`config.mk`:
```
export PLATFORM = sky130hd
export DESIGN_NAME = fetch_stage_flat
export DESIGN_NICKNAME = d
export VERILOG_FILES = /design/src/rtl/riscv_pkg.sv /design/src/rtl/fetch_stage_if.sv /design/src/rtl/fetch_queue.sv /design/src/rtl/fetch_stage_chk.sv /design/src/rtl/fetch_stage.sv /design/src/flat_wrapper.sv
export SDC_FILE = /design/constraint.sdc
export NUM_CORES = 1
export LEC_CHECK = 0
export BUFFER_PORTS_ARGS = -buffer_cell sky130_fd_sc_hd__buf_2
export CELL_PAD_IN_SITES_DETAIL_PLACEMENT = 1
export CELL_PAD_IN_SITES_GLOBAL_PLACEMENT = 1
export CORE_MARGIN = 2
export CORE_UTILIZATION = 30
export DETAILED_ROUTE_END_ITERATION = 8
export PLACE_DENSITY_LB_ADDON = 0.1
export SYNTH_ARGS = -nofsm -noshare
export SYNTH_HDL_FRONTEND = slang
export SYNTH_SLANG_ARGS = --single-unit
```
`constraint.sdc`:
```
create_clock -name clk -period 2.17 [get_ports clk]
set_input_delay 0 -clock clk [delete_from_list [all_inputs] [get_ports clk]]
set_output_delay 0 -clock clk [all_outputs]
set_load 0.01 [all_outputs]
```
`src/rtl/riscv_pkg.sv`:
```
// Shared definitions for the fetch stage and the units that consume its output.
package riscv_pkg;

  // Canonical NOP: addi x0, x0, 0
  localparam logic [31:0] NOP_INSTR        = 32'h0000_0013;
  localparam logic [31:0] DEFAULT_RESET_PC = 32'h0000_0000;
  localparam int unsigned DEFAULT_QDEPTH   = 2;

  // Fetch FSM state encoding
  typedef enum logic [1:0] {
    IDLE = 2'd0,
    REQ  = 2'd1,
    WAIT = 2'd2,
    DROP = 2'd3
  } fetch_state_t;

  // One instruction queue entry: word plus the PC it was fetched from
  typedef struct packed {
    logic [31:0] instr;
    logic [31:0] pc;
  } fetch_entry_t;

  localparam fetch_entry_t EMPTY_ENTRY = '{instr: NOP_INSTR, pc: 32'h0000_0000};

  // Major opcodes shared with decode and control
  localparam logic [6:0] OP_LUI    = 7'b0110111;
  localparam logic [6:0] OP_AUIPC  = 7'b0010111;
  localparam logic [6:0] OP_JAL    = 7'b1101111;
  localparam logic [6:0] OP_JALR   = 7'b1100111;
  localparam logic [6:0] OP_BRANCH = 7'b1100011;
  localparam logic [6:0] OP_LOAD   = 7'b0000011;
  localparam logic [6:0] OP_STORE  = 7'b0100011;
  localparam logic [6:0] OP_IMM    = 7'b0010011;
  localparam logic [6:0] OP_REG    = 7'b0110011;
  localparam logic [6:0] OP_FENCE  = 7'b0001111;
  localparam logic [6:0] OP_SYSTEM = 7'b1110011;

  // Force a byte address onto a word boundary
  function automatic logic [31:0] word_align(input logic [31:0] addr);
    return addr & 32'hFFFF_FFFC;
  endfunction

endpackage

```
`src/rtl/fetch_stage_if.sv`:
```
// Instruction-memory, redirect and decode-side signals of the fetch stage.
interface fetch_stage_if;

  logic        imem_req_valid;
  logic        imem_req_ready;
  logic [31:0] imem_addr;
  logic        imem_rsp_valid;
  logic [31:0] imem_rsp_data;
  logic        redirect;
  logic [31:0] redirect_pc;
  logic [31:0] instruction;
  logic [31:0] pc_out;
  logic        instr_valid;
  logic        id_ready;

  // Fetch stage side
  modport master (
    output imem_req_valid,
    input  imem_req_ready,
    output imem_addr,
    input  imem_rsp_valid,
    input  imem_rsp_data,
    input  redirect,
    input  redirect_pc,
    output instruction,
    output pc_out,
    output instr_valid,
    input  id_ready
  );

  // Memory / execute / decode side
  modport slave (
    input  imem_req_valid,
    output imem_req_ready,
    input  imem_addr,
    output imem_rsp_valid,
    output imem_rsp_data,
    output redirect,
    output redirect_pc,
    input  instruction,
    input  pc_out,
    input  instr_valid,
    output id_ready
  );

endinterface

```
`src/rtl/fetch_queue.sv`:
```
// Two-entry shift FIFO of {instruction, pc}. The head is a register that
// drives the decode outputs directly; an empty queue presents a NOP at pc 0.
module fetch_queue
  import riscv_pkg::*;
(
  input  logic         clk,
  input  logic         rst_n,
  input  logic         flush,
  input  logic         push,
  input  logic         pop,
  input  fetch_entry_t push_data,
  output fetch_entry_t head,
  output logic [1:0]   count,
  output logic [1:0]   count_next,
  output logic         valid
);

  fetch_entry_t head_r, head_next_s;
  fetch_entry_t tail_r, tail_next_s;
  logic [1:0]   count_r, count_next_s;
  logic         valid_r;
  logic         pop_s;
  logic         push_s;

  // Next-state of the two entries and the occupancy count
  always_comb begin
    head_next_s  = head_r;
    tail_next_s  = tail_r;
    count_next_s = count_r;
    pop_s        = pop && (count_r != 2'd0);
    // a full queue only accepts a new word when the head leaves in the same cycle
    push_s       = push && ((count_r != 2'd2) || pop_s);
    if (flush) begin
      head_next_s  = EMPTY_ENTRY;
      count_next_s = 2'd0;
    end else begin
      case ({push_s, pop_s})
        2'b10: begin
          if (count_r == 2'd0) begin
            head_next_s  = push_data;
            count_next_s = 2'd1;
          end else begin
            tail_next_s  = push_data;
            count_next_s = 2'd2;
          end
        end
        2'b01: begin
          if (count_r == 2'd2) begin
            head_next_s  = tail_r;
            count_next_s = 2'd1;
          end else begin
            head_next_s  = EMPTY_ENTRY;
            count_next_s = 2'd0;
          end
        end
        2'b11: begin
          if (count_r == 2'd2) begin
            head_next_s = tail_r;
            tail_next_s = push_data;
          end else begin
            head_next_s = push_data;
          end
        end
        default: begin
          head_next_s  = head_r;
          count_next_s = count_r;
        end
      endcase
    end
  end

  // Queue storage and registered valid flag
  always_ff @(posedge clk or negedge rst_n) begin
    if (!rst_n) begin
      head_r  <= EMPTY_ENTRY;
      tail_r  <= EMPTY_ENTRY;
      count_r <= 2'd0;
      valid_r <= 1'b0;
    end else begin
      head_r  <= head_next_s;
      tail_r  <= tail_next_s;
      count_r <= count_next_s;
      valid_r <= (count_next_s != 2'd0);
    end
  end

  assign head       = head_r;
  assign count      = count_r;
  assign count_next = count_next_s;
  assign valid      = valid_r;

endmodule

```
`src/rtl/fetch_stage_chk.sv`:
```
// Protocol properties of the fetch stage, kept apart from the datapath.
module fetch_stage_chk (
  input logic        clk,
  input logic        rst_n,
  input logic        req_valid,
  input logic        req_ready,
  input logic [31:0] addr,
  input logic        redirect,
  input logic        push,
  input logic        pop,
  input logic [1:0]  count
);

  // A pending request holds valid and address unless a redirect retargets it
  a_req_stable: assert property (@(posedge clk) disable iff (!rst_n)
    (req_valid && !req_ready && !redirect) |=> (req_valid && $stable(addr)));

  // Requested addresses are always word aligned
  a_addr_aligned: assert property (@(posedge clk) disable iff (!rst_n)
    req_valid |-> (addr[1:0] == 2'b00));

  // The issue rule keeps a full queue from ever seeing a plain push
  a_no_overflow: assert property (@(posedge clk) disable iff (!rst_n)
    !(push && !pop && (count == 2'd2)));

endmodule

```
`src/rtl/fetch_stage.sv`:
```
// Instruction fetch: owns the PC, keeps at most one request in flight to
// instruction memory and hands {instruction, pc} to decode through a
// two-entry queue. Redirects flush the queue and kill the in-flight word.
module fetch_stage
  import riscv_pkg::*;
#(
  parameter logic [31:0] RESET_PC = DEFAULT_RESET_PC,
  parameter int unsigned QDEPTH   = DEFAULT_QDEPTH
) (
  input logic             clk,
  input logic             rst_n,
  fetch_stage_if.master   bus
);

  localparam logic [1:0] QDEPTH_L = 2'(QDEPTH);

  fetch_state_t state_r, state_next_s;
  logic [31:0]  pc_r, pc_next_s, pc_adv_s;
  logic [31:0]  fetch_pc_r, fetch_pc_next_s;
  logic         req_valid_r, req_valid_next_s;
  logic [31:0]  addr_r;
  logic         accept_s;
  logic         push_s;
  logic         pop_s;
  fetch_entry_t push_data_s;
  fetch_entry_t head_s;
  logic [1:0]   q_count_s;
  logic [1:0]   q_count_next_s;
  logic         q_valid_s;

  assign accept_s    = (state_r == REQ) && req_valid_r && bus.imem_req_ready;
  assign pop_s       = q_valid_s && bus.id_ready;
  assign push_data_s = '{instr: bus.imem_rsp_data, pc: fetch_pc_r};

  // FSM next state, PC update and enqueue decision; redirect overrides the PC
  always_comb begin
    state_next_s    = state_r;
    pc_adv_s        = pc_r;
    fetch_pc_next_s = fetch_pc_r;
    push_s          = 1'b0;
    case (state_r)
      IDLE: begin
        state_next_s = REQ;
      end
      REQ: begin
        if (accept_s) begin
          fetch_pc_next_s = pc_r;
          if (bus.redirect) begin
            // the old-address request is out; its word must be thrown away
            state_next_s = DROP;
          end else begin
            state_next_s = WAIT;
            pc_adv_s     = pc_r + 32'd4;
          end
        end else begin
          state_next_s = REQ;
        end
      end
      WAIT: begin
        if (bus.imem_rsp_valid) begin
          state_next_s = REQ;
          push_s       = !bus.redirect;
        end else if (bus.redirect) begin
          state_next_s = DROP;
        end else begin
          state_next_s = WAIT;
        end
      end
      DROP: begin
        if (bus.imem_rsp_valid) begin
          state_next_s = REQ;
        end else begin
          state_next_s = DROP;
        end
      end
      default: begin
        state_next_s = IDLE;
      end
    endcase

    if (bus.redirect) begin
      pc_next_s = word_align(bus.redirect_pc);
    end else begin
      pc_next_s = pc_adv_s;
    end

    // nothing is outstanding in REQ, so only queue occupancy gates the request
    req_valid_next_s = (state_next_s == REQ) && (q_count_next_s < QDEPTH_L);
  end

  // FSM, PC and registered memory-request outputs
  always_ff @(posedge clk or negedge rst_n) begin
    if (!rst_n) begin
      state_r     <= IDLE;
      pc_r        <= RESET_PC;
      fetch_pc_r  <= 32'h0000_0000;
      req_valid_r <= 1'b0;
      addr_r      <= 32'h0000_0000;
    end else begin
      state_r     <= state_next_s;
      pc_r        <= pc_next_s;
      fetch_pc_r  <= fetch_pc_next_s;
      req_valid_r <= req_valid_next_s;
      addr_r      <= pc_next_s;
    end
  end

  fetch_queue u_queue (
    .clk        (clk),
    .rst_n      (rst_n),
    .flush      (bus.redirect),
    .push       (push_s),
    .pop        (pop_s),
    .push_data  (push_data_s),
    .head       (head_s),
    .count      (q_count_s),
    .count_next (q_count_next_s),
    .valid      (q_valid_s)
  );

  fetch_stage_chk u_chk (
    .clk       (clk),
    .rst_n     (rst_n),
    .req_valid (req_valid_r),
    .req_ready (bus.imem_req_ready),
    .addr      (addr_r),
    .redirect  (bus.redirect),
    .push      (push_s),
    .pop       (pop_s),
    .count     (q_count_s)
  );

  assign bus.imem_req_valid = req_valid_r;
  assign bus.imem_addr      = addr_r;
  assign bus.instruction    = head_s.instr;
  assign bus.pc_out         = head_s.pc;
  assign bus.instr_valid    = q_valid_s;

endmodule

```
`src/flat_wrapper.sv`:
```
// flat-port wrapper written by rule: the top's interface ports become plain ports
module fetch_stage_flat import riscv_pkg::*;
#(
  parameter logic [31:0] RESET_PC = DEFAULT_RESET_PC,
  parameter int unsigned QDEPTH   = DEFAULT_QDEPTH
)
  (clk, rst_n, bus_imem_req_valid, bus_imem_req_ready, bus_imem_addr, bus_imem_rsp_valid, bus_imem_rsp_data, bus_redirect, bus_redirect_pc, bus_instruction, bus_pc_out, bus_instr_valid, bus_id_ready);
  fetch_stage_if bus_i ();
  input logic clk;
  input logic rst_n;
  output wire logic [$bits(bus_i.imem_req_valid)-1:0] bus_imem_req_valid;
  input wire logic [$bits(bus_i.imem_req_ready)-1:0] bus_imem_req_ready;
  output wire logic [$bits(bus_i.imem_addr)-1:0] bus_imem_addr;
  input wire logic [$bits(bus_i.imem_rsp_valid)-1:0] bus_imem_rsp_valid;
  input wire logic [$bits(bus_i.imem_rsp_data)-1:0] bus_imem_rsp_data;
  input wire logic [$bits(bus_i.redirect)-1:0] bus_redirect;
  input wire logic [$bits(bus_i.redirect_pc)-1:0] bus_redirect_pc;
  output wire logic [$bits(bus_i.instruction)-1:0] bus_instruction;
  output wire logic [$bits(bus_i.pc_out)-1:0] bus_pc_out;
  output wire logic [$bits(bus_i.instr_valid)-1:0] bus_instr_valid;
  input wire logic [$bits(bus_i.id_ready)-1:0] bus_id_ready;
  assign bus_imem_req_valid = bus_i.imem_req_valid;
  assign bus_i.imem_req_ready = bus_imem_req_ready;
  assign bus_imem_addr = bus_i.imem_addr;
  assign bus_i.imem_rsp_valid = bus_imem_rsp_valid;
  assign bus_i.imem_rsp_data = bus_imem_rsp_data;
  assign bus_i.redirect = bus_redirect;
  assign bus_i.redirect_pc = bus_redirect_pc;
  assign bus_instruction = bus_i.instruction;
  assign bus_pc_out = bus_i.pc_out;
  assign bus_instr_valid = bus_i.instr_valid;
  assign bus_i.id_ready = bus_id_ready;
  fetch_stage #(.RESET_PC(RESET_PC), .QDEPTH(QDEPTH)) u_core (.clk(clk), .rst_n(rst_n), .bus(bus_i));
endmodule
```
# [Word-level counts from Yosys, hierarchy flattened]
# Index checks and enable logic that the tools add are counted.
[word_totals] out_inout_bits=98 input_bits=70 ff_bits=198
[op_classes] addsub=1 n_bitwise=1 n_reduce_logical=20 mux=22 magnitude_cmp=1 eq_ne=12
[op_table] op="$mux W64" n=6
[op_table] op="$pmux W64 S3" n=1
[op_table] op="$pmux W64 S2" n=1
[op_table] op="$mux W32" n=3
[op_table] op="$add A32 B3 Y32 const B" n=1
[op_table] op="$eq A2 B2 Y1 const B" n=5
[op_table] op="$mux W2" n=5
[op_table] op="$reduce_bool A2 Y1" n=5
[op_table] op="$pmux W2 S4" n=1
[op_table] op="$eq A2 B1 Y1 const B" n=3
[op_table] op="$logic_and A1 B1 Y1" n=6
[op_table] op="$ne A2 B2 Y1 const B" n=3
[op_table] op="$reduce_and A2 Y1" n=3
[op_table] op="$logic_not A2 Y1" n=2
[op_table] op="$mux W1" n=4
[op_table] op="$pmux W2 S2" n=1
[op_table] op="$reduce_and A4 Y1" n=1
[op_table] op="$reduce_bool A4 Y1" n=1
[op_table] op="$ne A3 B3 Y1 const B" n=1
[op_table] op="$lt A2 B2 Y1 const B" n=1
[op_table] op="$logic_not A1 Y1" n=1
[op_table] op="$logic_or A1 B1 Y1" n=1
[op_table] op="$not A1 Y1" n=1

# [Depth between registers and ports, before layout]
# Gate-level depths: netlist (run 1).
[logic_depth] ltp_word=9 ltp_mapped=8 depth_no_buf=5

# [Cells and area by module]
# From an unflattened synthesis (run 1), not the netlist that was laid out.
[unflattened] hier_cells=884 area_unflattened_um2=9721.8
[by_module_without_submodules] module="fetch_queue" cells_each=533 instances=1 area_per_inst_um2=6632.6
[by_module_without_submodules] module="fetch_stage" cells_each=351 instances=1 area_per_inst_um2=3089.2

# [Least setup slack after synthesis (run 1)]
# OpenSTA, ideal clock, no wires.
[synth_path] kind="register -> register" from="reg u_core.pc_r[2]" to="reg u_core.pc_r[24]" synth_period_minus_slack_ns=2.040 stages_incl_launch_ff=7 t_arrival_ns=1.958 required_time_ns=2.088 path_slack_ns=0.130 path_cell_list="dfrtp_1 ha_1 nand2_1 or4_1 clkbuf_1 or4_1 a31oi_1"
[synth_via] elab_chain_cells=4
[synth_lines] element="from (decl)" line="fetch_stage.sv:18" source="logic [31:0] pc_r, pc_next_s, pc_adv_s;"
[synth_lines] element="from (signal assigned)" line="fetch_stage.sv:101" source="pc_r <= pc_next_s;"
[synth_lines] element="$add A32 B3 Y32" line="fetch_stage.sv:53" source="pc_adv_s = pc_r + 32'd4;"
[synth_lines] element="$mux W32" line="fetch_stage.sv:46" source="if (accept_s) begin"
[synth_lines] element="$mux W32" line="fetch_stage.sv:41" source="case (state_r)"
[synth_lines] element="$mux W32" line="fetch_stage.sv:81" source="if (bus.redirect) begin"
# No other way between the ends. The select of a mux whose other input is x is not followed.
# A chain may end at the register's enable or synchronous reset.

# [Final worst setup path (run 1)]
[layout_path] from="reg u_core.state_r[1]" to="reg u_core.pc_r[30]"
[layout_via] elab_chain_cells=5
[layout_lines] element="from (decl)" line="fetch_stage.sv:17" source="fetch_state_t state_r, state_next_s;"
[layout_lines] element="from (signal assigned)" line="fetch_stage.sv:100" source="state_r <= state_next_s;"
[layout_lines] element="$eq A2 B1 Y1 (*)" line="fetch_stage.sv:31, fetch_stage.sv:41"
[layout_lines] element="$logic_and A1 B1 Y1 (2 in series)" line="fetch_stage.sv:31" source="assign accept_s = (state_r == REQ) && req_valid_r && bus.imem_req_ready;"
[layout_lines] element="$reduce_bool A2 Y1 (no line)"
[layout_lines] element="$reduce_and A2 Y1 (no line) (*)"
# Every way passes the cells marked *; elsewhere a longest branch is shown, timed or not.

==> results of run 1 <==
-- power groups by stage --
stage | logic (mW) | clock network (mW) | registers (mW)
6_report | 1.52 | 2.93 | 4.29
5_1_grt | 1.75 | 3.17 | 4.36
4_1_cts | 1.54 | 3.03 | 4.30
3_5_place_dp | 1.43 | 0 | 4.37
3_3_place_gp | 1.40 | 0 | 4.33
2_1_floorplan | 0.784 | 0 | 4.30
-- state kept, by name, summed over array words and instances, names as in the netlist --
register                   cells
u_core.bus.imem_req_valid      1
u_core.fetch_pc_r             30
u_core.pc_r                   30
u_core.state_r                 2
u_core.u_queue.count           2
u_core.u_queue.head           63
u_core.u_queue.tail_r         62
u_core.u_queue.valid           1
-- final timing paths --
check	to	slack, ps	cells after the start
max reg2reg	u_core.pc_r[30]	90	5
min in group asynchronous	u_core.u_queue.head[40]	120	2
max	u_core.pc_r[30]	90	5
min	u_core.u_queue.count[0]	30	3
max in group asynchronous	u_core.u_queue.tail_r[32]	1260	3
min reg2reg	u_core.u_queue.head[43]	490	1
-- worst max-delay path: stages (launching register included) --
cell and delay (ps):
dfrtp_1 390, nand4b_1 270, buf_4 200, or4_4 540, or4_1 420, a31oi_1 190
-- cell type report --
| class | count | area, µm² | area share (%) |
|---|---|---|---|
| Sequential cell | 191 | 4790 | 44.4 |
| Multi-Input combinational cell | 459 | 3190 | 29.5 |
| Timing Repair Buffer | 262 | 1830 | 16.9 |
| Clock buffer | 20 | 457 | 4.23 |
| Tap cell | 341 | 427 | 3.95 |
| Clock inverter | 11 | 83.8 | 0.776 |
| Inverter | 7 | 26.3 | 0.243 |
-- kinds of logic (layout without fill, tap and decap cells) --
kind of cell | after synthesis | in the layout | share of synthesized area [%]
adder cells (fa/ha/maj) | 1 | 1 | 0.152
AND/OR/NAND/NOR | 201 | 201 | 11.7
AO/OA/AOI/OAI | 183 | 183 | 16.8
buffers and inverters | 66 | 300 | 3.49
other | 1 | 2 | 0.0456
flip-flops | 191 | 191 | 58.2
XOR/XNOR | 9 | 9 | 0.959
multiplexers | 63 | 63 | 8.61
-- layer usage --
metal	GRT usage (%)	share of wire, %
met5	0	0
met4	3.57	0.63
met2	28.0	47
met1	23.7	48
met3	2.89	3.8
-- through the flow --
stage	worst slack, ps	cells	utilization [%]
finish	85.3	1291	40.1
global route	11.2	1291	40.1
CTS	57.5	1291	40.0
detailed placement	-24.2	1196	35.6
global placement	43.3	1196	35.6
floorplan	130	716	-
-- layout by cell type (no fill, tap or decap), types with 4 or more instances in the layout --
cell type / count
inv_1: 7
nand4_1: 7
o211ai_1: 4
or2_2: 4
o21ai_0: 16
nor2_1: 19
nand2_1: 116
o2bb2ai_1: 59
a31oi_1: 17
dfrtp_1: 184
xor2_1: 6
mux2_2: 62
clkinvlp_4: 4
buf_2: 162
nand3_1: 12
a22oi_1: 62
dfstp_2: 6
dlygate4sd3_1: 64
buf_12: 8
or4_1: 17
buf_4: 27
or4_4: 6
o31ai_1: 14
clkbuf_16: 17
-- repair_timing --
action	4_1_cts	5_1_grt
setup endpoints to repair	6	14
gates cloned	0	0
gates resized for setup	1	6
hold buffers	64	0
pin swaps	1	2
setup buffers	0	1
hold endpoints to repair	158	0
==> results.ini, run 1 <==
[route]
antenna_left=0
via_per_inst=5.09
first_pass_iters=4
dr_total_vias=6569
drc=0
drt_first_iter_violations=409
wirelength_um=23900
post_drt_wl_per_cell_um=18.5

[final_layout]
final_nets=1009
antenna_cells=0
drive_gt1_share_pct=33.3
design_area_mm2=0.0108
area_growth_pct=31.3
nFillCells=2943

[synth]
synth_area_per_cell_um2=11.5
yosysWarnings=0
synth_cell_types=47
synthFlopType=dfrtp_1
post-synth-top-count-cell=dfrtp_1
synth_area_leader_cell=dfrtp_1
ys_seq_area_share_pct=58.2
async_flop_share_pct=100
syn_area_mm2=0.00822
ys_ff_latch=191
yosys.area.top_type_share_pct=56.3
synthTopCellsByArea=dfrtp_1 (56%), mux2_2 (8.5%), o2bb2ai_1 (6.3%), a22oi_1 (5.7%), nand2_1 (5.3%)
synth_commonest_cells=dfrtp_1 (185), nand2_1 (116), a22oi_1 (62), mux2_2 (62), o2bb2ai_1 (59)
synth_edf_count=0
netlist_instances=715

[timing]
finalSetupViolCount=0
max_freq_mhz=480
worst_pin_slew_ps=557
period_minus_slack_ps=2080
maxSlewViolCount=0
timing.hold.ws_ps=28.3
relSlewSlack_pct=62.5
fin_worst_skew_ps=10.6
rsz0062_at_grt=false
min_period_over_period_pct=96.1
hold_viol_final=0
tns_ps=0

[floorplan]
die_area_mm2=0.0287
initial_core_util_pct=30.5
core-area_mm2=0.0270
die_x_um=170
rows=60
die_h_um=170
ios=168

[global_route]
grt_usage_pct=17.0
grt_max_degree=69
grt_pass1_wl_um=38800
grt_pass1_vias=7101
globalRoute.totalOverflow=0
antenna_found_initial=0

[clock_network]
cts_buffers=17
cts-root-buf=clkbuf_16
clock-sinks=191
clk_pin_slew_ps=80
h-tree-depth=4
cts_tree=done
clkLatencyLatePin_ps=430
cts_buffer_depth=2

[place]
hpwl_um=16300
port_buffers=163
place.gp.congestion=0.802
dpl-instance-area_mm2=0.00959

[power_and_ir_drop]
netSwitchingPower_mw=2.62
power_mw=8.74
switching_share_pct=29.9
sequentialPowerShare_pct=49.1
p_per_area_mw_per_mm2=810
p_int_mw=6.13
combPwrFrac_pct=17.4
clkPwrFrac_pct=33.5
power_leakage_nw=5.28
ir_worst_vdd_mv=0.513

[setup_path]
crit_start=u_core.state_r[1]
cp_max_fo=5
cp.arrival_ps=2430
cp.required_ps=2520
worstSetupPathType=flip-flop to flip-flop
worst_setup_path_end_kind=flip-flop
start_kind=flip-flop
r2r_start=u_core.state_r[1]

[status]
outcome=completed

[hold_path]
hp-class=primary input to flip-flop
holdCritStartpoint=bus_id_ready

[run]
max_cap_viol_count=0

Power figures use the tool's default switching activity.
==> inputs of run 2 (changes only) <==
GPL_TIMING_DRIVEN = 0   (was unset)
==> results.ini, run 2 (synthesis results as in run 1) <==
[timing]
finalSetupViolCount=0
max_freq_mhz=486
period_minus_slack_ps=2060
worst_pin_slew_ps=696
relSlewSlack_pct=53.6
maxSlewViolCount=0
rsz0062_at_grt=true
min_period_over_period_pct=94.9
timing.hold.ws_ps=31.0
fin_worst_skew_ps=12.1
tns_ps=0
hold_viol_final=0

[hold_path]
hp-class=primary input to flip-flop
whs_path_depth=4
whs_endpoint=u_core.u_queue.count[1]
holdCritStartpoint=bus_id_ready

[setup_path]
cp.arrival_ps=2400
cp.required_ps=2510
reg2reg_slack_ps=110
cp_max_fo=10
cp_num_buf_inv=2
worst_setup_path_end_kind=flip-flop
start_kind=flip-flop
cp_slowest_stage_delay_ps=540
cpLargestDelayFamily=simple AND/OR/NAND/NOR gates
reg2regPathDepth=6
reg2reg_to=u_core.pc_r[17]
cp_cell_sequence=nand3_2 > or4_1 > buf_4 > buf_6 > or3_1 > a31oi_1
cpMaxStageDelayCell=or4_1
worstSetupPathType=flip-flop to flip-flop
r2r_start=u_core.pc_r[5]

[route]
antenna_left=0
via_per_inst=5.00
post_drt_wl_per_cell_um=18.2
drt_first_iter_violations=321
wirelength_um=24000
first_pass_iters=4
dr_total_vias=6584
drc=0

[floorplan]
die_x_um=170
core-area_mm2=0.0270
initial_core_util_pct=30.5
ios=168
die_h_um=170
rows=60
die_area_mm2=0.0287

[clock_network]
h-tree-depth=4
clkLatencyLatePin_ps=430
cts_buffer_depth=2
clock-sinks=191
cts_tree=done
clk_pin_slew_ps=80
cts-root-buf=clkbuf_16
cts_buffers=17

[power_and_ir_drop]
ir_worst_vdd_mv=0.479
switching_share_pct=30.2
p_per_area_mw_per_mm2=814
p_int_mw=6.19
clkPwrFrac_pct=35.0
power_mw=8.87
sequentialPowerShare_pct=48.9
netSwitchingPower_mw=2.68
combPwrFrac_pct=16.1
power_leakage_nw=5.31

[final_layout]
final_nets=1035
final_common_cell=dfrtp_1
utilization_pct=40.4
nFillCells=2948
antenna_cells=0
area_growth_pct=32.4
layout.cells.non_filler=1318
drive_gt1_share_pct=34.0
largest_register_ff_count=63
final_cell_mix=dfrtp_1 (170), buf_2 (167), nand2_1 (116)

[global_route]
top_usage_layer=met2
antenna_found_initial=0
globalRoute.totalOverflow=0
grt_max_degree=72
grt.met2_usage_pct=27.3
grt_pass1_vias=6944
grt_usage_pct=17.2
gr-usage-met3_pct=2.87
groute.layer.met1.usage_pct=24.8
grt_pass1_wl_um=38800

[place]
dpl.cell_count=1222
hpwl_um=16800
port_buffers=163
place.gp.congestion=0.742

[run]
max_cap_viol_count=0

[status]
outcome=completed

run 2: final cells by class:
| type | instances | area [µm²] | area share, % |
|---|---|---|---|
| Sequential cell | 191 | 4810 | 44.1 |
| Multi-Input combinational cell | 459 | 3200 | 29.4 |
| Timing Repair Buffer | 233 | 1550 | 14.3 |
| Tap cell | 341 | 427 | 3.92 |
| Clock buffer | 17 | 425 | 3.91 |
| Buffer | 55 | 303 | 2.78 |
| Clock inverter | 15 | 148 | 1.36 |
| Inverter | 7 | 26.3 | 0.241 |
run 2: per-stage QoR:
step / instance area [µm²] / setup WS [ps]
2_1_floorplan: 8220 / 130
3_3_place_gp: 9470 / -2400
3_5_place_dp: 9530 / -438
4_1_cts: 10800 / -2.39
5_1_grt: 10900 / -15.5
6_report: 10900 / 111
run 2: worst max path at each step:
stage	depth (start not counted)	slack, ps	endpoint	start
after floorplan	6	130	u_core.pc_r[24]	u_core.pc_r[2]
after global placement	1	-2400	u_core.pc_r[4]	rst_n
after detailed placement	7	-440	u_core.u_queue.head[49]	u_core.state_r[0]
after CTS	6	-2	u_core.pc_r[26]	u_core.pc_r[3]
after global routing	5	-20	u_core.pc_r[31]	u_core.pc_r[7]
final	6	110	u_core.pc_r[17]	u_core.pc_r[5]
run 2: timing repair:
action,in CTS,in global routing
endpoints found under the hold margin,286,0
buffers inserted,0,3
hold buffers,65,0
resized for setup,30,39
cloned,0,0
setup endpoints to repair,129,129
pin swaps,0,2
run 2: routing by layer:
metal | routed length (µm) | part of all wire, %
met1 | 12100 | 51
met2 | 11100 | 46
met3 | 656 | 2.7
met4 | 144 | 0.60
met5 | 0 | 0
run 2: power by group through the flow:
stage	registers (mW)	clock network (mW)	logic [mW]
after global routing	4.42	3.36	1.66
after CTS	4.35	3.21	1.46
final	4.34	3.10	1.43
after floorplan	4.30	0	0.784
after global placement	4.39	0	1.30
after detailed placement	4.40	0	1.33
run 2: worst min-delay path: stages:
cell and delay, ps:
buf_2 130, nand2_1 70, nand2_1 70, a21oi_1 110
